--- src/rtl/dda_state_streamer_pkg.sv ---
// Shared types and helpers for the DDA state streamer and its UART core.
// STREAM_CHECKSUM_EN (define) appends an XOR checksum byte to each frame.
package dda_stream_pkg;

    typedef enum logic [1:0] {
        TX_IDLE,
        TX_START,
        TX_DATA,
        TX_STOP
    } tx_state_t;

    typedef enum logic {
        SS_IDLE,
        SS_SEND
    } stream_state_t;

    localparam logic [7:0] SYNC_DEFAULT = 8'hA5;

`ifdef STREAM_CHECKSUM_EN
    localparam bit CSUM_EN = 1'b1;
`else
    localparam bit CSUM_EN = 1'b0;
`endif

    function automatic int calc_div(int clk_freq, int baud_rate);
        return clk_freq / baud_rate;
    endfunction

    function automatic int calc_frame_bytes(int n);
        return 1 + 3 * (n / 8) + (CSUM_EN ? 1 : 0);
    endfunction

endpackage

--- src/rtl/dda_state_streamer_if.sv ---
// Bundle between the solver side and the state streamer.
// master: drives start/x/y/z, sees tx/busy/frame_done; slave: the streamer.
interface dda_state_streamer_if #(
    parameter int N = 16
);
    logic         start;
    logic [N-1:0] x;
    logic [N-1:0] y;
    logic [N-1:0] z;
    logic         tx;
    logic         busy;
    logic         frame_done;

    modport master (
        output start, x, y, z,
        input  tx, busy, frame_done
    );

    modport slave (
        input  start, x, y, z,
        output tx, busy, frame_done
    );
endinterface

--- src/rtl/dda_state_streamer_uart_tx_core.sv ---
// Single-byte 8N1 UART shifter with baud counter and valid/ready intake.
// Ports: clk, rst, valid, data[7:0] in; ready, tx out. tx idles high.
module uart_tx_core
    import dda_stream_pkg::*;
#(
    parameter int DIV = 4
) (
    input  logic       clk,
    input  logic       rst,
    input  logic       valid,
    input  logic [7:0] data,
    output logic       ready,
    output logic       tx
);
    localparam int CW = $clog2(DIV);
    localparam logic [CW-1:0] LAST = CW'(DIV - 1);

    tx_state_t     state;
    logic [CW-1:0] baud;
    logic [2:0]    bit_idx;
    logic [7:0]    shreg;
    logic          bit_end;

    assign bit_end = (baud == LAST);

    // Ready in the final stop-bit cycle lets the next byte start on the
    // very edge the stop bit ends, so bytes chain without a gap.
    assign ready = (state == TX_IDLE) || ((state == TX_STOP) && bit_end);

    always_ff @(posedge clk or posedge rst) begin
        if (rst) begin
            state   <= TX_IDLE;
            baud    <= '0;
            bit_idx <= '0;
            shreg   <= '0;
            tx      <= 1'b1;
        end else if (valid && ready) begin
            state   <= TX_START;
            baud    <= '0;
            bit_idx <= '0;
            shreg   <= data;
            tx      <= 1'b0;
        end else begin
            unique case (state)
                TX_IDLE: begin
                    baud <= '0;
                    tx   <= 1'b1;
                end
                TX_START: begin
                    if (bit_end) begin
                        baud  <= '0;
                        state <= TX_DATA;
                        tx    <= shreg[0];
                    end else begin
                        baud <= baud + 1'b1;
                    end
                end
                TX_DATA: begin
                    if (bit_end) begin
                        baud <= '0;
                        if (bit_idx == 3'd7) begin
                            state <= TX_STOP;
                            tx    <= 1'b1;
                        end else begin
                            bit_idx <= bit_idx + 1'b1;
                            shreg   <= {1'b0, shreg[7:1]};
                            tx      <= shreg[1];
                        end
                    end else begin
                        baud <= baud + 1'b1;
                    end
                end
                TX_STOP: begin
                    if (bit_end) begin
                        baud  <= '0;
                        state <= TX_IDLE;
                    end else begin
                        baud <= baud + 1'b1;
                    end
                end
                default: state <= TX_IDLE;
            endcase
        end
    end
endmodule

--- src/rtl/dda_state_streamer.sv ---
// Snapshots DDA state {x,y,z} and streams SYNC_BYTE, x, y, z (MSB byte
// first) as back-to-back 8N1 bytes. Ports: clk, rst, bus (slave: start,
// x, y, z in; tx, busy, frame_done out). STREAM_CHECKSUM_EN adds an XOR
// of all payload bytes after z.
module dda_state_streamer
    import dda_stream_pkg::*;
#(
    parameter int         N         = 16,
    parameter int         CLK_FREQ  = 12000000,
    parameter int         BAUD_RATE = 9600,
    parameter logic [7:0] SYNC_BYTE = SYNC_DEFAULT
) (
    input  logic clk,
    input  logic rst,
    dda_state_streamer_if.slave bus
);
    localparam int DIV         = calc_div(CLK_FREQ, BAUD_RATE);
    localparam int FRAME_BYTES = calc_frame_bytes(N);
    localparam int IW          = $clog2(FRAME_BYTES + 1);
    localparam logic [IW-1:0] LAST_IDX = IW'(FRAME_BYTES);

    stream_state_t  state;
    logic [3*N-1:0] snap;
    logic [IW-1:0]  idx;
    logic           busy_q;
    logic           done_q;

    logic           core_valid;
    logic           core_ready;
    logic [7:0]     core_data;
    logic [7:0]     next_byte;
    logic [IW-1:0]  sel;
    logic [3*N-1:0] shifted;

    // idx names the next byte to hand to the core; byte 0 (sync) is
    // handed over directly on the accepting edge.
    always_comb begin
        sel       = idx - 1'b1;
        shifted   = snap << {sel, 3'b000};
        next_byte = shifted[3*N-1 -: 8];
`ifdef STREAM_CHECKSUM_EN
        if (idx == IW'(FRAME_BYTES - 1)) begin
            next_byte = xor_bytes(snap);
        end
`endif
    end

`ifdef STREAM_CHECKSUM_EN
    function automatic logic [7:0] xor_bytes(logic [3*N-1:0] v);
        logic [7:0] acc;
        acc = '0;
        for (int i = 0; i < 3 * N / 8; i++) begin
            acc = acc ^ v[8*i +: 8];
        end
        return acc;
    endfunction
`endif

    always_comb begin
        core_valid = 1'b0;
        core_data  = SYNC_BYTE;
        if (state == SS_IDLE) begin
            core_valid = bus.start;
        end else if (idx != LAST_IDX) begin
            core_valid = 1'b1;
            core_data  = next_byte;
        end
    end

    // While sending, the core is only ready in the last stop-bit cycle,
    // so each ready marks the end of one byte.
    always_ff @(posedge clk or posedge rst) begin
        if (rst) begin
            state  <= SS_IDLE;
            snap   <= '0;
            idx    <= '0;
            busy_q <= 1'b0;
            done_q <= 1'b0;
        end else begin
            done_q <= 1'b0;
            unique case (state)
                SS_IDLE: begin
                    if (bus.start) begin
                        state  <= SS_SEND;
                        snap   <= {bus.x, bus.y, bus.z};
                        idx    <= IW'(1);
                        busy_q <= 1'b1;
                    end
                end
                SS_SEND: begin
                    if (core_ready) begin
                        if (idx == LAST_IDX) begin
                            state  <= SS_IDLE;
                            idx    <= '0;
                            busy_q <= 1'b0;
                            done_q <= 1'b1;
                        end else begin
                            idx <= idx + 1'b1;
                        end
                    end
                end
                default: state <= SS_IDLE;
            endcase
        end
    end

    assign bus.busy       = busy_q;
    assign bus.frame_done = done_q;

    uart_tx_core #(
        .DIV(DIV)
    ) u_core (
        .clk  (clk),
        .rst  (rst),
        .valid(core_valid),
        .data (core_data),
        .ready(core_ready),
        .tx   (bus.tx)
    );
endmodule

--- src/flat_wrapper.sv ---
// flat-port wrapper written by rule: the top's interface ports become plain ports
module dda_state_streamer_flat import dda_stream_pkg::*;
#(
    parameter int         N         = 16,
    parameter int         CLK_FREQ  = 12000000,
    parameter int         BAUD_RATE = 9600,
    parameter logic [7:0] SYNC_BYTE = SYNC_DEFAULT
)
  (clk, rst, bus_start, bus_x, bus_y, bus_z, bus_tx, bus_busy, bus_frame_done);
  dda_state_streamer_if #(.N(N)) bus_i ();
  input  logic clk;
  input  logic rst;
  input wire logic [$bits(bus_i.start)-1:0] bus_start;
  input wire logic [$bits(bus_i.x)-1:0] bus_x;
  input wire logic [$bits(bus_i.y)-1:0] bus_y;
  input wire logic [$bits(bus_i.z)-1:0] bus_z;
  output wire logic [$bits(bus_i.tx)-1:0] bus_tx;
  output wire logic [$bits(bus_i.busy)-1:0] bus_busy;
  output wire logic [$bits(bus_i.frame_done)-1:0] bus_frame_done;
  assign bus_i.start = bus_start;
  assign bus_i.x = bus_x;
  assign bus_i.y = bus_y;
  assign bus_i.z = bus_z;
  assign bus_tx = bus_i.tx;
  assign bus_busy = bus_i.busy;
  assign bus_frame_done = bus_i.frame_done;
  dda_state_streamer #(.N(N), .CLK_FREQ(CLK_FREQ), .BAUD_RATE(BAUD_RATE), .SYNC_BYTE(SYNC_BYTE)) u_core (.clk(clk), .rst(rst), .bus(bus_i));
endmodule
--- config.mk ---
export PLATFORM = sky130hd
export DESIGN_NAME = dda_state_streamer_flat
export DESIGN_NICKNAME = d
export VERILOG_FILES = /design/src/rtl/dda_state_streamer_pkg.sv /design/src/rtl/dda_state_streamer_if.sv /design/src/rtl/dda_state_streamer_uart_tx_core.sv /design/src/rtl/dda_state_streamer.sv /design/src/flat_wrapper.sv
export SDC_FILE = /design/constraint.sdc
export NUM_CORES = 1
export LEC_CHECK = 0
export CAP_MARGIN = 20
export CORE_ASPECT_RATIO = 0.6
export CORE_MARGIN = 3
export CORE_UTILIZATION = 27
export DETAILED_ROUTE_END_ITERATION = 10
export GPL_TIMING_DRIVEN = 0
export PLACE_DENSITY_LB_ADDON = 0.25
export SLEW_MARGIN = 0
export SYNTH_ARGS = -nofsm -noshare
export SYNTH_HDL_FRONTEND = slang
export SYNTH_HIERARCHICAL = 1
export SYNTH_SLANG_ARGS = --single-unit
--- constraint.sdc ---
create_clock -name clk -period 3.4 [get_ports clk]
set_input_delay 0.68 -clock clk [delete_from_list [all_inputs] [get_ports clk]]
set_output_delay 0.68 -clock clk [all_outputs]
set_load 0.03 [all_outputs]
==> metrics.md <==
| Metric | Value |
|---|---|
| Utilization after layout | between 30 and 40% |
| Synth top area cells | dfrtp_1, mux2_2, mux4_2 |
| Vias in the first global route | 2718 |
| DRT Wirelength | 9120 um |
| DP HPWL | 6890 um |
| Flop pwr share | a little under half |
| Synthesis Warnings | 6 |
| Post-placement cell area | ~4700 um2 |
| Final period utilization | approximately 77% |
| Post-cts sizing count | 0 |
| Critical path depth | 10 |
| Final #Nets | 444 |
| Yosys cell types | 42 |
| Initial Utilization | about 28% |
| Hold Fails Final Rpt | 0 |
| Layout overhead on the synthesized area | 27.8% |
| Yosys top cell by area | dfrtp_1 |
| Outcome | completed |
| Setup tns final | 0 ns |
| Layout cells sized above 1 | 26.2% |
| Worst reg2reg setup slack | around 0.89 ns |
| Most frequent cells in the layout | dfrtp_1, clkdlybuf4s50_1, mux2_2, nand2_1, nor2_1 |
| Port buffer count | 53 |
| H-tree depth | 3 |
| Synthesized instance count | 314 |
| Residual DRC | 0 |
| Full die area | 16200 um2 |
| Skew-Pair Late Insertion Delay | roughly 0.34 ns |
| P_int | 1.67 mW |
| Pwr Density | approximately 440 nW/um2 |
| Net Sw Power | 547 uW |
| CTS tree | done |
| Capturing point of the worst reg2reg path | u_core/idx[2] |
| Logic gate share of total power | approximately an eighth |
| Routed len/inst | 15.8 um |
| Maximum VDD drop | 0.198 mV |
| Gpl congestion | about 0.8 |
| Static leakage | 2.21 nW |
| Place WS | 0.406 ns |
| Num CTS Buffers | 9 |
| First-pass GRT wire length | 15400 um |
| Commonest non-fill, non-tap cell in the layout | dfrtp_1 |
| Maximum buffer depth of the clock tree | 2 |
| Core area | 14000 um2 |
| Pin count of the biggest net entering global routing | 42 |
| Crit path cell chain | clkdlybuf4s50_1, nor2b_4, buf_6, buf_12, or2_2, nand2_1, o41ai_2, buf_2, nand2_1, o21ai_1 |
| Crit. End Element | flop |
| 1st-iter DRT viols | 200 |
| Number of synthesized register bits | 79 |
| Die extent in y | ~100 um |
| Max-Cap Viols | 0 |
| Crit-path max FO | 10 |
| Hold depth | 2 |
| RSZ-0062 raised after global routing | no |
| Final setup violation count | 0 |
| Worst path arrival time | 2.88 ns |
| Reg2reg path depth | 8 |
| Sw Ratio | 24.6% |
| Critical path required time | 3.67 ns |
| Number of antenna violations at the first check in global routing | 0 |
| Global route overflow | 0 |
| Worst Tran Pin Value | 0.714 ns |
| Worst Setup Start Kind | input port |
| Worst hold start | u_core/u_core/tx |
| Clk pin slew, worst setup/hold paths | 0.06 ns |
| Clock Sinks | 79 |
| Cell family with most CP delay | buffers and inverters |
| Kind of critical path | in -> reg |
| Post-CTS Setup Bufs | 0 |
| Yosys top cell area share | 49.5% |
| Vias per Instance | 4.58 |
| # diodes | 0 |
| Most used cell, CP | nand2_1 |
| GR Util All Layers | 12.3% |
| Final Cell Area | between 5000 and 6000 um2 |
| RR Startpoint | u_core/u_core/baud[1] |
| Cell Rows | 33 |
| Tmin final | 2.61 ns |
| CP bufs+invs | 4 |
| CTS Hold Bufs | 0 |
| Post-route ant nets | 0 |
| Total power | 2.22 mW |
| Max incr delay on CP | 0.60 ns |
| Clk pwr share | 41.0% |
| Relative slew slack | 52.1% |
| Overall die width | between 150 and 200 um |
| Worst setup margin | 0.785 ns |
| Mean Syn Cell Area | 12.6 um2 |
| Sequential element share of the synthesized area | 50.1% |
| Top Ports | 54 |
| Min-delay worst type | reg -> reg |
| Slew Viols, Final | 0 |
| DRT Pass-1 Iters | 4 |
| CTS root buffer | clkbuf_16 |
| Worst Skew | 0.00666 ns |
| Peak Freq | around 380 MHz |
| Via count | 2644 |
| Slowest CP cell | clkdlybuf4s50_1 |
| Mapped Nets | 378 |
| Hold EP | u_core/u_core/tx |
| Synthesized area | 3950 um2 |
## layer usage
layer	GRT usage, %	share of wire [%]	vias up
met2	14.9	36	81
met1	20.0	55	1303
met4	3.74	1.3	0
met3	3.70	7.0	11
met5	0	0	-
li1	-	-	1249
## Yosys cell counts
cell and count:
mux4_2 8, buf_2 3, mux2i_1 12, buf_6 3, xor2_1 7, dfstp_2 1
o22ai_1 1, nand3_1 17, a211oi_1 3, nand3_2 1, and4_1 1, nand4_1 3
mux2_2 44, nand2_1 27, dfrtp_1 78, nor4b_1 1, nand2b_1 3, or4b_4 2
o21ai_0 6, nor2b_1 3, or2_2 1, and3_1 2, or4bb_1 1, a21oi_1 3
nor2_1 19, or3_1 1, o2111a_1 1, nor3_1 2, o21ai_1 10, clkbuf_1 1
ha_1 13, buf_12 1, inv_1 8, nor3_2 1, nor2b_4 1, xnor2_1 5
o41ai_2 1, a211o_1 1, a21o_1 2, nand3b_1 1, buf_4 6, mux2_4 9
## cell families (layout without fill, tap and decap cells)
family                   Yosys count  count (layout)  synth area share [%]
AO/OA/AOI/OAI                     28              28                  4.44
XOR/XNOR                          12              12                  2.66
adder cells (fa/ha/maj)           13              13                  4.12
buffers and inverters             22              93                  3.74
flip-flops                        79              79                  50.1
multiplexers                      73              73                  23.6
AND/OR/NAND/NOR                   87              87                  11.3
## registers in the layout, indices dropped and copies added (netlist names)
register and flops:
u_core/bus.busy 1, u_core/u_core/baud 11, u_core/u_core/state 2, u_core/snap 48, u_core/u_core/shreg 8, u_core/u_core/bit_idx 3
u_core/state 1, u_core/bus.frame_done 1, u_core/u_core/tx 1, u_core/idx 3
## worst max-delay path by stage
stage	startpoint	endpoint	slack [ns]
after floorplan	u_core/u_core/baud[1]	u_core/idx[2]	1.25
after global placement	rst	u_core/snap[11]	0.31
after detailed placement	bus_start	u_core/u_core/shreg[5]	0.41
after CTS	bus_start	u_core/u_core/shreg[0]	0.78
after global routing	bus_start	u_core/u_core/shreg[5]	0.59
final	bus_start	u_core/u_core/shreg[0]	0.79
## through the flow
stage,hold WS (ns),instances
2_1_floorplan,0.474,314
3_3_place_gp,0.470,559
3_5_place_dp,0.473,560
4_1_cts,0.483,576
5_1_grt,0.516,577
6_report,0.480,577
## power groups by stage
| stage | clock [mW] | combinational [mW] | sequential [mW] |
|---|---|---|---|
| 5_1_grt | 0.995 | 0.289 | 1.06 |
| 6_report | 0.911 | 0.261 | 1.05 |
| 3_5_place_dp | 0 | 0.259 | 1.06 |
| 2_1_floorplan | 0 | 0.158 | 1.05 |
| 3_3_place_gp | 0 | 0.252 | 1.06 |
| 4_1_cts | 0.945 | 0.260 | 1.05 |
## worst min-delay path, cell delays in order (launching register included)
cell and delay, ns:
dfstp_2 0.37, inv_1 0.05, a211oi_1 0.06
## area by class of cell
| class | count | area, um2 |
|---|---|---|
| clock inverter | 7 | 55.1 |
| sequential | 79 | 1980 |
| clock buffer | 9 | 225 |
| multi-input combinational | 213 | 1820 |
| buffer | 14 | 118 |
| tap | 192 | 240 |
| fill | 1394 | 8910 |
| timing repair buffer | 55 | 578 |
| inverter | 8 | 30.0 |
Note: power is estimated with default switching activity, not from simulation.
==> RTL change 1, RTL diff (same flow settings) <==
The 4 states of `tx_state_t` get a Gray code encoding in 2 bits.
--- a/src/rtl/dda_state_streamer_pkg.sv
+++ b/src/rtl/dda_state_streamer_pkg.sv
@@ -3,10 +3,10 @@
 package dda_stream_pkg;
 
     typedef enum logic [1:0] {
-        TX_IDLE,
-        TX_START,
-        TX_DATA,
-        TX_STOP
+        TX_IDLE  = 2'b00,
+        TX_START = 2'b01,
+        TX_DATA  = 2'b11,
+        TX_STOP  = 2'b10
     } tx_state_t;
 
     typedef enum logic {
Function: no difference found for any inputs over 10 cycles, from zero or initial values and one cycle with rst high; not proved beyond that.
==> RTL change 1 against the original RTL <==
  * Worst setup slack worse by 230 ps
  * Maximum frequency fell by 8.2%
  * Sequential cell count unchanged
  * Via count fell by 4.8%
  * Synthesized cell count decreased by 6.7%
  * Count of clock-buffer cells in the layout up 2
  * Core utilization is 0.16 points lower
  * Final area down 1.6%
  * Routed wire length down 3.9%
  * Synthesized area decreased by 2.6%
  * Critical path type unchanged
  * Critical endpoint is now u_core/u_core/shreg[4]
  * Largest cell class unchanged
Power is not compared: it rests on default switching activity, and its combinational part moved more than twofold at a synthesized area within 25%.
==> RTL change 1: results (changes against the original RTL) <==
* Mux cell area share after synthesis at 0.232 (was 0.236)
* Number of distinct library cells after synthesis at 43 (was 42)
* Placed Area at 4640 um^2 (was 4740 um^2)
* Pre-CTS setup slack at 225 ps (was 406 ps)
* Met2 Use GR at 0.152 (was 0.149)
* Clock Buffer Count at 11 (was 9)
* Multi-input combinational area share at 0.348 (was 0.361)
* Wl on met1 at 5010 um (was 5050 um)
* Synth Net Count at 352 (was 378)
* Share of layout cells above drive strength 1 at 0.277 (was 0.262)
* Sink of the worst hold path: u_core/snap[25] (was u_core/u_core/tx)
* Number of global-route vias before repair at 2688 (was 2718)
* Placed cells at 539 (was 560)
* Gpl congestion at 0.854 (was 0.802)
* Full die area at 15800 um^2 (was 16200 um^2)
* Status: finished clean (unchanged)
* Multi-input combinational gate total at 194 (was 213)
* Adder-cell share of the synthesized area at 0.0260 (was 0.0412)
* Post-synthesis sequential area ratio at 0.514 (was 0.501)
* Clock-cell share at 0.0605 (was 0.0556)
* Reg2Reg Depth at 10 (was 8)
* Hold_ws at 504 ps (was 480 ps)
* WL/cell at 15.8 um (about the same)
* Hold Startpoint: u_core/snap[25] (was u_core/u_core/tx)
* Final HPWL DP at 6530 um (was 6890 um)
* R2R setup slack at 780 ps (was 890 ps)
* Seq cells at 79 (unchanged)
* List of most frequent post-synthesis cells: dfrtp_1 (78), mux2_2 (44), nand3_1 (17), nor2_1 (16), nand2_1 (15) (was dfrtp_1 (78), mux2_2 (44), nand2_1 (27), nor2_1 (19), nand3_1 (17))
* Final wirelength at 8760 um (was 9120 um)
* DR vias/cell at 4.53 (was 4.58)
* Met2 WL at 3340 um (was 3300 um)
* Slowest Stage Delay on Critical Path at 500 ps (was 600 ps)
* Multi-input gate area at 1730 um^2 (was 1820 um^2)
* Compound-cell area share of the yosys netlist at 0.0521 (was 0.0444)
==> RTL change 1: cell count changes in the layout (fill, tap and decap cells not counted), sizes merged, moves of 3 or more <==
| cell | delta |
|---|---|
| and3 | +5 |
| o21ai | -7 |
| nand2 | -12 |
| a221o | +6 |
| inv | -5 |
| mux2i | -4 |
| a211oi | -3 |
| nor2 | -3 |
| ha | -5 |
==> RTL change 1: worst max-delay path by stage <==
stage	from	end	slack (ps)	depth (start not counted)
finish	bus_start	u_core/u_core/shreg[4]	550	10
global route	bus_start	u_core/u_core/shreg[4]	430	10
CTS	bus_start	u_core/u_core/shreg[4]	560	10
detailed placement	bus_start	u_core/u_core/shreg[4]	220	10
global placement	bus_start	u_core/u_core/shreg[4]	210	10
floorplan	bus_start	u_core/u_core/shreg[4]	990	9
==> RTL change 1: power breakdown <==
part	switching, mW	internal [mW]	total (mW)
clock	0.373	0.587	0.960
combinational	0.534	0.564	1.10
sequential	0.145	1.13	1.28
==> RTL change 2, RTL diff (same flow settings) <==
Without the edit above. `CLK_FREQ` is set to 12000000 in 2 places; all go to 3000000.
--- a/src/rtl/dda_state_streamer.sv
+++ b/src/rtl/dda_state_streamer.sv
@@ -6,7 +6,7 @@
     import dda_stream_pkg::*;
 #(
     parameter int         N         = 16,
-    parameter int         CLK_FREQ  = 12000000,
+    parameter int         CLK_FREQ  = 3000000,
     parameter int         BAUD_RATE = 9600,
     parameter logic [7:0] SYNC_BYTE = SYNC_DEFAULT
 ) (
--- a/src/flat_wrapper.sv
+++ b/src/flat_wrapper.sv
@@ -2,7 +2,7 @@
 module dda_state_streamer_flat import dda_stream_pkg::*;
 #(
     parameter int         N         = 16,
-    parameter int         CLK_FREQ  = 12000000,
+    parameter int         CLK_FREQ  = 3000000,
     parameter int         BAUD_RATE = 9600,
     parameter logic [7:0] SYNC_BYTE = SYNC_DEFAULT
 )
Behaviour: no difference found for any inputs over 10 cycles, from zero or initial values and one cycle with rst high; that may be too few to reach the edited logic, so the function may still have changed.
==> RTL change 2 against the original RTL <==
  * Sequential cell count is 2 lower
  * Critical path depth stayed put
  * Synthesized cell count is 6.7% lower
  * Combinational power is 2% lower
  * Worst setup slack better by 89 ps
  * First-iteration DRC count is 28% lower
  * Routed wire length is 2.7% lower
  * Die area is 1.4% lower
  * Final area is 1.9% lower
  * Via count is 6.8% lower
  * Total power is 3.0% lower
  * Synthesized area is 1.5% lower
  * Final cell count is 3.8% lower
  * Critical endpoint unchanged
  * Largest power group unchanged
  * Highest routed layer unchanged
==> RTL change 2: results (changes against the original RTL) <==
* Setup Skew at 4.82 ps (was 6.66 ps)
* Leakage at 2.23 nW (was 2.21 nW)
* Slowest Stage Delay on Critical Path at 390 ps (was 600 ps)
* Via count at 2463 (was 2644)
* Hold Startpoint: u_core/u_core/baud[0] (was u_core/u_core/tx)
* Fin cells at 555 (was 577)
* Number of global-route vias before repair at 2561 (was 2718)
* Synthesized area per cell at 13.3 um^2 (was 12.6 um^2)
* Reg-to-reg critical path endpoint: u_core/u_core/shreg[0] (was u_core/idx[2])
* Gpl congestion at 0.815 (was 0.802)
* Largest regs: u_core/snap (48), u_core/u_core/baud (9), u_core/u_core/shreg (8) (was u_core/snap (48), u_core/u_core/baud (11), u_core/u_core/shreg (8))
* GRT Resource Usage Total at 0.118 (was 0.123)
* Placed Area at 4680 um^2 (was 4740 um^2)
* CP max stage cell: dfrtp_1 (was clkdlybuf4s50_1)
* Worst IR Drop VDD at 0.211 mV (was 0.198 mV)
* Hold_ws at 462 ps (was 480 ps)
* Hold depth at 1 (was 2)
* Largest net degree at the start of global routing at 31 (was 42)
* Sw power at 0.515 mW (was 0.547 mW)
* First-pass GRT wire length at 14300 um (was 15400 um)
* Status: finished clean (unchanged)
* Number of distinct library cells after synthesis at 43 (was 42)
* R2R Path Start: u_core/idx[0] (was u_core/u_core/baud[1])
* Reg2Reg Depth at 10 (was 8)
* WL/cell at 16.0 um (was 15.8 um)
* Final net count at 420 (was 444)
* Placed cells at 539 (was 560)
* Synth Net Count at 355 (was 378)
* Share of layout cells above drive strength 1 at 0.309 (was 0.262)
## RTL change 2: area by class of cell
type                    instances  area [um^2]
inverters                       7         26.3
fillers                      1375         8930
flip-flops and latches         77         1930
well taps                     192          240
clock buffers                  10          229
multi-input cells             196         1820
clock inverters                 6         40.0
repair buffers                 54          551
plain buffers                  13          113
## RTL change 2: cells by family after synthesis
family,share of synthesized area
xor+xnor,0.0225
flops,0.496
buf+inv,0.0357
mux,0.279
compound gates,0.0299
fa+ha+maj,0.0354
simple gates,0.102
## RTL change 2: power groups by stage
stage / clock network [mW] / registers, mW / logic, mW
CTS: 0.899 / 1.03 / 0.261
global placement: 0 / 1.04 / 0.252
finish: 0.871 / 1.03 / 0.256
detailed placement: 0 / 1.04 / 0.260
global route: 0.948 / 1.03 / 0.284
floorplan: 0 / 1.03 / 0.158
## RTL change 2: how the worst max path moves through the flow
stage | from | cells after the start | end | slack [ps]
2_1_floorplan | u_core/idx[0] | 9 | u_core/u_core/shreg[4] | 1240
3_3_place_gp | rst | 2 | u_core/snap[35] | 210
3_5_place_dp | bus_start | 7 | u_core/u_core/shreg[0] | 630
4_1_cts | u_core/idx[0] | 10 | u_core/u_core/shreg[0] | 860
5_1_grt | u_core/idx[0] | 10 | u_core/u_core/shreg[0] | 690
6_report | u_core/idx[0] | 10 | u_core/u_core/shreg[0] | 870
## RTL change 2: per-layer routing
metal / GRT usage / vias up / wire, um / share of wire
met1: 0.187 / 1231 / 5010 / 0.56
met5: 0 / - / 0 / 0
met3: 0.0370 / 6 / 432 / 0.049
met4: 0.0317 / 0 / 68 / 0.0077
met2: 0.151 / 51 / 3360 / 0.38
li1: - / 1175 / - / -
